## config.mk

```make
export PLATFORM = sky130hd
export DESIGN_NAME = ice_tlx_param_fifo
export DESIGN_NICKNAME = d
export VERILOG_FILES = /design/src/rtl/ice_tlx_param_fifo.sv
export SDC_FILE = /design/constraint.sdc
export NUM_CORES = 1
export LEC_CHECK = 0
export ABC_AREA = 1
export CORE_ASPECT_RATIO = 1.5
export CORE_MARGIN = 8
export CORE_UTILIZATION = 37
export CTS_CLUSTER_DIAMETER = 30
export CTS_CLUSTER_SIZE = 16
export DETAILED_ROUTE_END_ITERATION = 7
export GPL_ROUTABILITY_DRIVEN = 0
export PLACE_DENSITY = 0.54
export SYNTH_ARGS = -nofsm -noshare
export SYNTH_HDL_FRONTEND = slang
export SYNTH_SLANG_ARGS = --single-unit
```

## constraint.sdc

```tcl
create_clock -name clock -period 5.9 [get_ports clock]
set_clock_uncertainty 0.05 [all_clocks]
set_input_delay 1.18 -clock clock [delete_from_list [all_inputs] [get_ports clock]]
set_output_delay 1.18 -clock clock [all_outputs]
set_load 0.02 [all_outputs]
```

## src/rtl/ice_tlx_param_fifo.sv

```systemverilog
// Parameterised FIFO: RAM with asynchronous read plus a registered head entry on data_out.
// Define ICE_TLX_FIFO_STICKY_ERR_EN to hold underflow/overflow flags until reset instead of pulsing.
module ice_tlx_param_fifo #(
   parameter int DATA_WIDTH = 6,
   parameter int ADDR_WIDTH = 5,
   parameter int MIN_DEPTH  = 4,
   parameter int AF_MARGIN  = 2
) (
   input  logic                  clock,
   input  logic                  reset_n,
   input  logic [DATA_WIDTH-1:0] data_in,
   input  logic                  wr_enable,
   input  logic                  rd_done,
   input  logic                  use_min_fifo_depth,
   output logic [DATA_WIDTH-1:0] data_out,
   output logic                  data_available,
   output logic                  data_look_ahead,
   output logic [ADDR_WIDTH:0]   occupancy,
   output logic                  full,
   output logic                  almost_full,
   output logic                  underflow_error,
   output logic                  overflow_error
);

   localparam int                  DEPTH   = 1 << ADDR_WIDTH;
   localparam logic [ADDR_WIDTH:0] DEPTH_C = DEPTH[ADDR_WIDTH:0];
   localparam logic [ADDR_WIDTH:0] MIN_C   = MIN_DEPTH[ADDR_WIDTH:0];
   localparam logic [ADDR_WIDTH:0] AF_C    = AF_MARGIN[ADDR_WIDTH:0];
   localparam logic [ADDR_WIDTH:0] CNT_ONE = (ADDR_WIDTH+1)'(1'b1);
   localparam logic [ADDR_WIDTH:0] CNT_ZERO = (ADDR_WIDTH+1)'(1'b0);
   localparam logic [ADDR_WIDTH-1:0] PTR_ONE = ADDR_WIDTH'(1'b1);

   logic [DATA_WIDTH-1:0] mem_r [DEPTH];
   logic [ADDR_WIDTH-1:0] wr_ptr_r;
   logic [ADDR_WIDTH-1:0] rd_ptr_r;
   logic [ADDR_WIDTH:0]   ram_count_r;
   logic [ADDR_WIDTH:0]   occupancy_r;
   logic [DATA_WIDTH-1:0] head_r;
   logic                  head_valid_r;
   logic                  look_ahead_r;
   logic                  underflow_r;
   logic                  overflow_r;

   logic [ADDR_WIDTH:0]   eff_depth_s;
   logic                  full_s;
   logic                  almost_full_s;
   logic                  pop_s;
   logic                  accept_s;
   logic                  ram_nonempty_s;
   logic                  load_s;
   logic                  head_valid_next_s;
   logic [ADDR_WIDTH:0]   ram_count_next_s;
   logic [ADDR_WIDTH:0]   occupancy_next_s;
   logic                  overflow_next_s;
   logic                  underflow_next_s;

   // Flow-control decode: limits, accept/pop qualification and next-state counters.
   always_comb begin
      eff_depth_s       = DEPTH_C;
      full_s            = 1'b0;
      almost_full_s     = 1'b0;
      pop_s             = 1'b0;
      accept_s          = 1'b0;
      ram_nonempty_s    = 1'b0;
      load_s            = 1'b0;
      head_valid_next_s = head_valid_r;
      ram_count_next_s  = ram_count_r;
      occupancy_next_s  = occupancy_r;
      overflow_next_s   = 1'b0;
      underflow_next_s  = 1'b0;

      if (use_min_fifo_depth) begin
         eff_depth_s = MIN_C;
      end else begin
         eff_depth_s = DEPTH_C;
      end

      full_s         = (occupancy_r >= eff_depth_s);
      almost_full_s  = (occupancy_r >= (eff_depth_s - AF_C));
      pop_s          = rd_done & head_valid_r;
      accept_s       = wr_enable & (~full_s | pop_s);
      ram_nonempty_s = (ram_count_r != CNT_ZERO);
      // The head refills from RAM whenever it is empty or leaving this edge.
      load_s         = (~head_valid_r | pop_s) & ram_nonempty_s;

      if (~head_valid_r | pop_s) begin
         head_valid_next_s = ram_nonempty_s;
      end else begin
         head_valid_next_s = 1'b1;
      end

      case ({accept_s, load_s})
         2'b10:   ram_count_next_s = ram_count_r + CNT_ONE;
         2'b01:   ram_count_next_s = ram_count_r - CNT_ONE;
         default: ram_count_next_s = ram_count_r;
      endcase

      case ({accept_s, pop_s})
         2'b10:   occupancy_next_s = occupancy_r + CNT_ONE;
         2'b01:   occupancy_next_s = occupancy_r - CNT_ONE;
         default: occupancy_next_s = occupancy_r;
      endcase

`ifdef ICE_TLX_FIFO_STICKY_ERR_EN
      overflow_next_s  = overflow_r  | (wr_enable & ~accept_s);
      underflow_next_s = underflow_r | (rd_done & ~head_valid_r);
`else
      overflow_next_s  = wr_enable & ~accept_s;
      underflow_next_s = rd_done & ~head_valid_r;
`endif
   end

   // Control state: pointers, counters, head register and error flags.
   always_ff @(posedge clock or negedge reset_n) begin
      if (!reset_n) begin
         wr_ptr_r     <= {ADDR_WIDTH{1'b0}};
         rd_ptr_r     <= {ADDR_WIDTH{1'b0}};
         ram_count_r  <= CNT_ZERO;
         occupancy_r  <= CNT_ZERO;
         head_r       <= {DATA_WIDTH{1'b0}};
         head_valid_r <= 1'b0;
         look_ahead_r <= 1'b0;
         underflow_r  <= 1'b0;
         overflow_r   <= 1'b0;
      end else begin
         if (accept_s) begin
            wr_ptr_r <= wr_ptr_r + PTR_ONE;
         end
         if (load_s) begin
            head_r   <= mem_r[rd_ptr_r];
            rd_ptr_r <= rd_ptr_r + PTR_ONE;
         end
         ram_count_r  <= ram_count_next_s;
         occupancy_r  <= occupancy_next_s;
         head_valid_r <= head_valid_next_s;
         look_ahead_r <= head_valid_next_s & (ram_count_next_s != CNT_ZERO);
         underflow_r  <= underflow_next_s;
         overflow_r   <= overflow_next_s;
      end
   end

   // Storage array; contents are meaningless after reset so it carries none.
   always_ff @(posedge clock) begin
      if (accept_s) begin
         mem_r[wr_ptr_r] <= data_in;
      end
   end

   assign data_out        = head_r;
   assign data_available  = head_valid_r;
   assign data_look_ahead = look_ahead_r;
   assign occupancy       = occupancy_r;
   assign full            = full_s;
   assign almost_full     = almost_full_s;
   assign underflow_error = underflow_r;
   assign overflow_error  = overflow_r;

endmodule

```

==> results of run 1 <==
[power by group]
group / leakage, µW / internal [µW] / switching, µW
clock: 0.000565 / 1300 / 705
sequential: 0.00211 / 1890 / 153
combinational: 0.00166 / 622 / 1310
total: 0.00434 / 3810 / 2170
[final cells by class]
| class | count | area share |
|---|---|---|
| clock buffers | 46 | 0.0855 |
| clock inverters | 17 | 0.0152 |
| inverters | 37 | 0.0124 |
| multi-input cells | 612 | 0.249 |
| flip-flops and latches | 224 | 0.573 |
| well taps | 337 | 0.0368 |
| repair buffers | 35 | 0.0277 |
[worst max-delay path: stages]
cell                              delay, ps
sky130_fd_sc_hd__clkdlybuf4s50_1        510
sky130_fd_sc_hd__ha_1                   350
sky130_fd_sc_hd__nor2_1                 110
sky130_fd_sc_hd__o21a_1                 110
sky130_fd_sc_hd__o21ai_0                 60
sky130_fd_sc_hd__nand2_1                 60
sky130_fd_sc_hd__clkdlybuf4s50_1        600
[synthesized netlist by cell type (all sizes together)]
cell,count
ha,19
a21oi,18
inv,36
nand4,4
buf,27
nor2,179
nand3b,1
o211ai,1
o21ai,68
o21a,2
xor2,10
clkbuf,14
xnor2,2
nand2,200
nand3,104
clkinv,1
dfrtp,32
nor3,1
fa,2
nor3b,1
edfxtp,192
[cell usage in the layout (no fill, tap or decap), types with 10 or more instances in the layout]
master	instances
sky130_fd_sc_hd__a21oi_1	18
sky130_fd_sc_hd__o21ai_0	60
sky130_fd_sc_hd__nor2_1	179
sky130_fd_sc_hd__nand2_1	194
sky130_fd_sc_hd__xor2_1	10
sky130_fd_sc_hd__nand3_1	102
sky130_fd_sc_hd__ha_1	19
sky130_fd_sc_hd__inv_1	33
sky130_fd_sc_hd__dfrtp_1	31
sky130_fd_sc_hd__edfxtp_1	192
sky130_fd_sc_hd__clkdlybuf4s50_1	25
sky130_fd_sc_hd__clkbuf_16	37
[flip-flops by register name, indices dropped and copies added, names as in the netlist]
name,count
occupancy,6
underflow_error,1
rd_ptr_r,5
overflow_error,1
wr_ptr_r,5
ram_count_r,6
mem_r,192
data_available,1
data_out,6
data_look_ahead,1
[cell families after synthesis]
kind of cell	count (synthesis)	share of synthesized area
compound gates	89	0.0463
xor+xnor	12	0.0107
fa+ha+maj	21	0.0284
buf+inv	78	0.0377
flops	224	0.671
simple gates	490	0.206
[path summary, 6_finish.rpt]
kind,endpoint
max in group asynchronous,rd_ptr_r[0]$_DFFE_PN0P_
max reg2reg,data_look_ahead$_DFF_PN0_
min in group asynchronous,ram_count_r[2]$_DFF_PN0_
min,data_out[2]$_DFFE_PN0P_
max,almost_full
min reg2reg,data_out[2]$_DFFE_PN0P_
[stage by stage]
stage / instances / utilization / hold slack (ps) / setup WS [ps]
final: 1308 / 0.436 / 478 / 1690
after global routing: 1308 / 0.436 / 485 / 1540
after CTS: 1308 / 0.436 / 474 / 1680
after detailed placement: 1245 / 0.392 / 459 / 1690
after global placement: 1245 / 0.392 / 468 / 1690
after floorplan: 914 / - / 445 / 2470
[routing by layer]
layer / track usage / up-vias / share of wire
met5: 0 / - / 0
met4: 0.0689 / 0 / 0.038
met3: 0.0242 / 51 / 0.038
met2: 0.260 / 143 / 0.52
met1: 0.173 / 3077 / 0.41
li1: - / 3171 / -
==> results.md, run 1 <==
- The pin count of the biggest net entering global routing is 99.
- The type of the worst setup path is input port to primary output.
- Summed over all nets, the half-perimeter wirelength after detailed placement is 14,100 µm.
- The CTS clock-pin slew for the worst setup and hold paths is ~50 ps.
- The count of nets left with antenna violations once routing finished came out at 0.
- After global routing the overflow that remains totals 0.
- The kind of path behind the tightest hold check is flip-flop to flip-flop.
- The count of fill cells added during filler insertion is 2,494.
- The first-pass GRT wire length is 36,800 µm.
- Using the TritonRoute via totals, the vias-per-cell ratio works out to 4.93.
- The height of the chip is 215 µm.
- The library cell with the largest summed area after synthesis is sky130_fd_sc_hd__edfxtp_1.
- The initial antenna violation count is 0.
- The net total in the final layout is 977.
- The count of unique library cells instantiated by Yosys is 31.
- Synthesis handed over a netlist of 914 instances.
- The signed area change from the synthesized netlist to the final layout is 17.0%.
- In the finished design, the share of the clock period the worst path needs comes to 0.714.
- Setup repair after global routing left no endpoint under its margin.
- In this run the worst setup path begins at use_min_fifo_depth.
- The floorplan step defined a die boundary enclosing approximately 32,000 µm².
- The final count of pins violating max slew is 0.
- The maximum vdd drop is about 0.00029 V.
- The run finished with clean final reports.
- The clock passes through at most 3 buffers.
- Dividing the synthesized area by the synthesized cell count gives 10.7 µm².
- The routed layout has 6,442 vias.
- The die width is 149 µm.
- After synthesis the netlist holds a flip-flop and latch count of approximately 220.
- The global-route usage over all layers is 0.148.
- The via count of the first global-routing pass was 6,558.
- After routing the design area is 11,500 µm².
- The number of nets handed over by synthesis was 946.
- The total clock buffers created by CTS is 35.
- The share of post-route cells with drive strength above 1 is 0.0793.
- Gates resized during post-CTS repair numbered 0.
- In this run the worst path has a maximum fanout of 5.
- The clock reaches the later pin of the worst-skew pair after 490 ps.
- The worst setup path is captured at a primary output.
- The count of yosys warnings during synthesis is 0.
- Input and output buffers added on the ports amount to 28.
- The post-place instance area is 10,300 µm².
- The clock tree root buffer cell is sky130_fd_sc_hd__clkbuf_16.
- The startpoint identified for the worst hold timing path is data_out[2]$_DFFE_PN0P_.
- The buffers inserted during post-CTS setup optimization is 0.
- The H-tree was split into 2 levels.
- The arrival time reported for the critical path endpoint is between 2000 and 3000 ps.
- The setup slack of the worst register-to-register path is between 3000 and 4000 ps.
- The share of the Yosys chip area taken by registers is 0.671.
- TritonCTS built the clock tree.
- Of the post-synthesis cell area, the dominant cell type holds 0.589.
- The critical register-to-register path startpoint is occupancy[2]$_DFFE_PN0P_.
- The initial core utilization is 0.372.
- The total power after layout is 5980 µW.
- The measured slew at the worst slew-check pin is 1080 ps.
- The post-synthesis instance area is 9790 µm².
- The clock net sink count is 224.
- Summed over all layers, the routed wires come to 23,300 µm.
- The count of hold buffers inserted by post-cts repair is 0.
- In the routed design, unresolved DRC markers number 0.
- The number of cells traversed by the worst register-to-register path is 17.
- The number of primary I/O pins is 29.
- The antenna cell count is 0.
- For this block, the initial DRC count from the detailed router was 477.
- The floorplan step defined a core boundary enclosing around 26,000 µm².
- Headroom to the max-slew limit came out at 0.281.
- The hold violation total from the final report is 0.
- The final sum of negative setup slack is 0 ps.
- Row generation in the floorplan step produced 73 rows.
- The number of cells on the worst hold path is 2.
- For the finished layout, the period the worst path requires is 4210 ps.
- For this design the static power due to leakage is between 0.004 and 0.005 µW.
- The multi-input combinational cell area is between 2000 and 3000 µm².
- Timing would allow up to between 200 and 250 MHz.
- Data on the critical path is required at its endpoint by 4670 ps.
- In this run the power density over the cells is roughly 520 nW/µm².
- The sequential standard cell area is 6570 µm².
- The element type at the critical path start is an input port.
- The final setup violation count is 0.
- The average routed wire per standard cell is between 15 and 20 µm.
- Yosys attributes the largest share of cell area to sky130_fd_sc_hd__edfxtp_1, sky130_fd_sc_hd__dfrtp_1, sky130_fd_sc_hd__nand2_1, sky130_fd_sc_hd__nor2_1, sky130_fd_sc_hd__nand3_1.
- The tool flagged a number of max-cap violations equal to 0.
- The detailed-router iteration count before antenna repair is 5.
No activity file was read; power rests on OpenSTA's default activity.
==> run 2: changes to the inputs <==
==> constraint.sdc (replaced) <==
create_clock -name clock -period 4.15 [get_ports clock]
set_clock_uncertainty 0.05 [all_clocks]
set_input_delay 0.83 -clock clock [delete_from_list [all_inputs] [get_ports clock]]
set_output_delay 0.83 -clock clock [all_outputs]
set_load 0.02 [all_outputs]
==> results.md, run 2 (synthesis results as in run 1) <==
- The area of the core region is 26,300 µm² (unchanged).
- The net total in the final layout is 977 (unchanged).
- The die width is 149 µm (unchanged).
- The setup slack of the worst register-to-register path is 1370 ps (-1740 ps).
- The flip-flop count of the largest register after layout is 192 (unchanged).
- The final setup violation count was 0 (unchanged).
- The vias after detailed routing is 6,502 (+0.93%).
- The residual antenna-violating net count after detailed routing came to 0 (unchanged).
- The signed area change from the synthesized netlist to the final layout was 17.0% (about the same).
- The initial antenna violation count was 0 (unchanged).
- The die area is 32,000 µm² (unchanged).
- The measured slew at the worst slew-check pin is 1060 ps (-16.4 ps).
- The number of primary I/O pins was 29 (unchanged).
- The number of resized instances in the post-cts repair step is 0 (unchanged).
- The number of DRC markers after the initial detailed-route iteration is 454 (-4.8%).
- The number of H-tree branching levels was 2 (unchanged).
- The detailed-router iteration count before antenna repair is 4 (-1).
- The kind of path behind the tightest hold check is input port to async pin.
- The worst-skew pair later-pin latency is 510 ps (+20 ps).
- The number of buffers between clock root and the deepest sink is 3 (unchanged).
- The cell count after placement was 1,245 (unchanged).
- The sort of element at the end of the critical path is a primary output.
- The required time of the critical path is 3270 ps (-1400 ps).
- The total clock buffers created by CTS is 35 (unchanged).
- The run finished with clean final reports.
- The average routed wire per standard cell is 17.5 µm (-1.5%).
- Based on the critical path, the design can be clocked at up to 285 MHz.
- The number of port buffers was 28 (unchanged).
- The number of vias per cell after detailed routing came to 4.97 (+0.93%).
- The final routed wirelength across all metal layers is 22,900 µm (-1.5%).
- The count of placed standard cells in the final layout, fillers left out came to 1,308 (unchanged).
- The relative max-transition margin is 0.292 (+0.0109).
- The total overflow reported by the global router was 0 (unchanged).
- The post-detailed-placement half-perimeter wirelength is 13,900 µm (-0.98%).
- The clock net sink count was 224 (unchanged).
- The antenna cell count is 0 (unchanged).
- The count of fill cells added during filler insertion is 2,489 (-0.20%).
- Counting flops per register, the top entry is mem_r.
- The initial core utilization is 0.372 (unchanged).
- The detailed-route DRC error count is 0 (unchanged).
- The static leakage is 0.00434 µW (+0.12%).
- The arrival time reported for the critical path endpoint is 2630 ps (-350 ps).
- The maximum vdd drop is 0.000468 V (+61%).
- The buffers inserted during post-CTS setup optimization is 0 (unchanged).
- The type of the worst setup path is input port to primary output.
- The final count of pins violating max slew is 0 (unchanged).
- The largest fanout on the critical path was 5 (unchanged).
- The placement row count came to 73 (unchanged).
- The CTS tree is yes.
- The smallest clock period supported by the final layout is computed as 3510 ps.
- The final sum of negative setup slack is 0 ps (unchanged).
- The count of hold buffers inserted by post-cts repair was 0 (unchanged).
- The tree is rooted in a sky130_fd_sc_hd__clkbuf_16.
- The most common cell after layout, fill and taps aside is sky130_fd_sc_hd__nand2_1.
- The element type at the critical path start is an input port.
- The power density over the cells came to 741 nW/µm² (+42%).
- The share of post-route cells with drive strength above 1 came to 0.0844 (+0.00515).
- The post-place instance area is 10,300 µm² (unchanged).
- Setup repair after global routing left no endpoint under its margin.
- Dividing the final minimum period by the clock period gives 0.845.
- The area of all placed cells without fillers is 11,500 µm² (about the same).
- The worst path setup slack after routing was 643 ps (-1040 ps).
- The number of max-cap violations was 0 (unchanged).
- The total power after layout came to 8490 µW (+42%).
- Leaving out fill and tap cells, the most frequent cells in the layout are sky130_fd_sc_hd__nand2_1, sky130_fd_sc_hd__edfxtp_1, sky130_fd_sc_hd__nor2_1, sky130_fd_sc_hd__nand3_1, sky130_fd_sc_hd__o21ai_0.
- The hold violation total from the final report was 0 (unchanged).
- The setup slack after placement is 425 ps (-1270 ps).
- The global-route usage over all layers is 0.146 (-0.00202).
- The CTS clock-pin slew for the worst setup and hold paths is 50 ps (about the same).
- The height of the chip is 215 µm (unchanged).
- The first-pass GRT wire length was 36,300 µm (-1.5%).
- The via count of the first global-routing pass was 6,511 (-0.72%).
- The pin count of the biggest net entering global routing came to 99 (unchanged).
## run 2: final timing paths
| check | from | end | cells after the start |
|---|---|---|---|
| setup / recovery | use_min_fifo_depth | almost_full | 7 |
| hold / removal | reset_n | ram_count_r[4]$_DFF_PN0_ | 1 |
| setup reg to reg | occupancy[2]$_DFFE_PN0P_ | data_look_ahead$_DFF_PN0_ | 17 |
| hold reg to reg | data_out[3]$_DFFE_PN0P_ | data_out[3]$_DFFE_PN0P_ | 2 |
| max in group asynchronous | reset_n | rd_ptr_r[0]$_DFFE_PN0P_ | 1 |
| min in group clock | data_out[3]$_DFFE_PN0P_ | data_out[3]$_DFFE_PN0P_ | 2 |
## run 2: per-layer routing
layer | vias up | wire length [µm] | track usage
met2 | 135 | 11800 | 0.255
li1 | 3190 | - | -
met4 | 0 | 780 | 0.0611
met5 | - | 0 | 0
met3 | 44 | 922 | 0.0288
met1 | 3133 | 9440 | 0.172
## run 2: final cells by class
| cell class | instances | area [µm²] | area share |
|---|---|---|---|
| clock inverter | 24 | 216 | 0.0189 |
| multi-input combinational | 612 | 2850 | 0.249 |
| inverter | 37 | 143 | 0.0125 |
| clock buffer | 39 | 933 | 0.0815 |
| tap | 337 | 422 | 0.0368 |
| sequential | 224 | 6570 | 0.573 |
| timing repair buffer | 35 | 318 | 0.0277 |
## run 2: worst max-delay path, cell delays in order
cell	delay [ps]
sky130_fd_sc_hd__clkdlybuf4s50_1	510
sky130_fd_sc_hd__ha_1	340
sky130_fd_sc_hd__nor2_1	50
sky130_fd_sc_hd__o21a_1	150
sky130_fd_sc_hd__o21ai_0	140
sky130_fd_sc_hd__nand2_1	70
sky130_fd_sc_hd__clkdlybuf4s50_1	540
## run 2: per-stage QoR
stage                      util  hold WS, ps
after floorplan               -          445
after global placement    0.392          472
after detailed placement  0.392          462
after CTS                 0.435          366
after global routing      0.435          396
final                     0.435          346
## run 2: where the power goes
| part | switching (µW) | internal (µW) | total [µW] |
|---|---|---|---|
| Sequential | 215 | 2680 | 2900 |
| Clock | 1100 | 1730 | 2830 |
| Combinational | 1870 | 886 | 2760 |
| Total | 3190 | 5300 | 8490 |
==> run 3: changes to the inputs <==
==> constraint.sdc (replaced) <==
create_clock -name clock -period 3.4 [get_ports clock]
set_clock_uncertainty 0.05 [all_clocks]
set_input_delay 0.68 -clock clock [delete_from_list [all_inputs] [get_ports clock]]
set_output_delay 0.68 -clock clock [all_outputs]
set_load 0.02 [all_outputs]
==> results.md, run 3 (synthesis results as in run 1) <==
- The first-pass GRT wire length came to 37,000 µm (+2.1%).
- The initial core utilization was 0.372 (unchanged).
- The switching power is 3870 µW (+21%).
- STA classifies the critical path startpoint as an input port.
- The CTS clock-pin slew for the worst setup and hold paths is 50 ps (about the same).
- The flip-flop count of the largest register after layout is 192 (unchanged).
- The number of vias per cell after detailed routing is 4.85 (-2.4%).
- The number of DRC markers after the initial detailed-route iteration is 380 (-16%).
- The switching part of the total is 0.360 (-0.0153).
- The total internal power is 6870 µW (+30%).
- The via count of the first global-routing pass is 6,794 (+4.3%).
- The multi-input combinational cell area was 2850 µm² (unchanged).
- The pin count of the biggest net entering global routing is 99 (unchanged).
- The register with the most flip-flops is mem_r.
- The net total in the final layout is 1,021 (+4.5%).
- The total power after layout is 10,700 µW (+27%).
- The most common cell after layout, fill and taps aside is sky130_fd_sc_hd__nand2_1.
- The share of post-route cells with drive strength above 1 is 0.123 (+0.0383).
- The combinational fraction of design power is 0.324 (about the same).
- The arrival time reported for the critical path endpoint came to 2420 ps (-210 ps).
- The buffers inserted during post-CTS setup optimization is 0 (unchanged).
- The measured slew at the worst slew-check pin is 1070 ps (+8.06 ps).
- The power density over the cells came to 902 nW/µm² (+22%).
- The share of power burned in registers is 0.326 (-0.015).
- The antenna cell count is 0 (unchanged).
- The number of port buffers is 28 (unchanged).
- The critical path in this run is classified as input port to primary output.
- The sort of element at the end of the critical path is a primary output.
- The relative max-transition margin is 0.287 (-0.00537).
- The flow ran to the end, and the final reports show no timing, DRC or antenna violations.
- Counting I/O delays and the setup requirement, the final critical path takes 3150 ps.
- In the finished design, the share of the clock period the worst path needs comes to 0.927.
- The post-place instance area is 10,600 µm² (+3.2%).
- The initial antenna violation count is 0 (unchanged).
- The detailed-router iteration count before antenna repair is 5 (+1).
- The total clock buffers created by CTS is 37 (+5.7%).
- The sequential standard cell area is 6570 µm² (unchanged).
- The count of fill cells added during filler insertion is 2,447 (-1.7%).
- The global-route usage over all layers is 0.147 (+0.000397).
- The final setup violation count was 0 (unchanged).
- The startpoint identified for the worst register-to-register timing path is occupancy[2]$_DFFE_PN0P_.
- The height of the chip was 215 µm (unchanged).
- The count of hold buffers inserted by post-cts repair is 0 (unchanged).
- The area of all placed cells without fillers is 11,900 µm² (+4.0%).
- The tree is rooted in a sky130_fd_sc_hd__clkbuf_16.
- Timing would allow up to 317 MHz.
- The vias after detailed routing is 6,571 (+1.1%).
- The part of the power in the clock network is 0.350 (+0.016).
- The required time of the critical path was 2670 ps (-600 ps).
- The residual antenna-violating net count after detailed routing was 0 (unchanged).
- The detailed-route DRC error count is 0 (unchanged).
- The number of H-tree branching levels is 2 (unchanged).
- The final routed wirelength across all metal layers is 22,900 µm (-0.22%).
- The die area is 32,000 µm² (unchanged).
- Setup repair after global routing left no endpoint under its margin.
- The post-detailed-placement half-perimeter wirelength is 14,100 µm (+1.0%).
- The number of max-cap violations is 0 (unchanged).
- The number of resized instances in the post-cts repair step is 0 (unchanged).
- The die width is 149 µm (unchanged).
- Compared with the post-synthesis result, the final layout area differs by 21.6%.
- The number of primary I/O pins is 29 (unchanged).
- The area of the core region is 26,300 µm² (unchanged).
- The largest fanout on the critical path is 3 (-2).
- In the layout the commonest cells are sky130_fd_sc_hd__nand2_1, sky130_fd_sc_hd__edfxtp_1, sky130_fd_sc_hd__nor2_1, sky130_fd_sc_hd__nand3_1, sky130_fd_sc_hd__o21ai_0.
- The setup slack of the worst register-to-register path is 640 ps (-730 ps).
- The maximum vdd drop is 0.000821 V (+75%).
- The worst-skew pair later-pin latency is 510 ps (about the same).
- The clock net sink count is 224 (unchanged).
- The placement row count is 73 (unchanged).
- The total overflow reported by the global router came to 0 (unchanged).
- The number of buffers between clock root and the deepest sink is 3 (unchanged).
- The static leakage is 0.00461 µW (+6.2%).
- The CTS tree is yes.
- The hold violation total from the final report is 0 (unchanged).
- The average routed wire per standard cell came to 16.9 µm (-3.7%).
- The kind of path behind the tightest hold check is input port to async pin.
- The source of the critical timing path is use_min_fifo_depth.
- The final count of pins violating max slew is 0 (unchanged).
run 3: final timing paths:
kind | depth (start not counted) | end
max | 7 | almost_full
min | 1 | occupancy[5]$_DFFE_PN0P_
max reg2reg | 17 | data_look_ahead$_DFF_PN0_
min reg2reg | 2 | data_out[4]$_DFFE_PN0P_
max in group asynchronous | 1 | rd_ptr_r[0]$_DFFE_PN0P_
min in group clock | 2 | data_out[4]$_DFFE_PN0P_
run 3: area by class of cell:
cell class,count,area share
flip-flops and latches,224,0.552
multi-input cells,612,0.240
clock buffers,42,0.0838
repair buffers,77,0.0540
well taps,337,0.0354
clock inverters,26,0.0235
inverters,37,0.0120
run 3: power groups by stage:
stage	logic, µW	registers (µW)	clock network (µW)
finish	3480	3500	3770
detailed placement	3530	3550	0
floorplan	2420	3560	0
global route	3940	3540	3950
CTS	3540	3500	3840
global placement	3490	3550	0
run 3: per-layer routing:
metal,GRT usage,vias to the layer above,part of all wire
met2,0.261,119,0.52
met4,0.0628,0,0.029
met5,0,-,0
met1,0.170,3131,0.42
met3,0.0231,42,0.036
li1,-,3279,-
run 3: critical path: stages:
cell and delay, ps:
sky130_fd_sc_hd__clkdlybuf4s50_1 450, sky130_fd_sc_hd__ha_1 330, sky130_fd_sc_hd__nor2_1 130, sky130_fd_sc_hd__o21a_1 110
sky130_fd_sc_hd__o21ai_0 60, sky130_fd_sc_hd__nand2_1 60, sky130_fd_sc_hd__clkdlybuf4s50_1 600
run 3: metrics by stage:
step           utilization  std cells  setup TNS (ps)  worst slack (ps)  hold WS (ps)
3_5_place_dp         0.404       1287           -38.8             -38.8           421
5_1_grt              0.453       1355               0              88.7           261
3_3_place_gp         0.404       1287               0             0.343           418
6_report             0.453       1355               0               247           222
2_1_floorplan            -        914               0               466           334
4_1_cts              0.453       1355               0               217           221
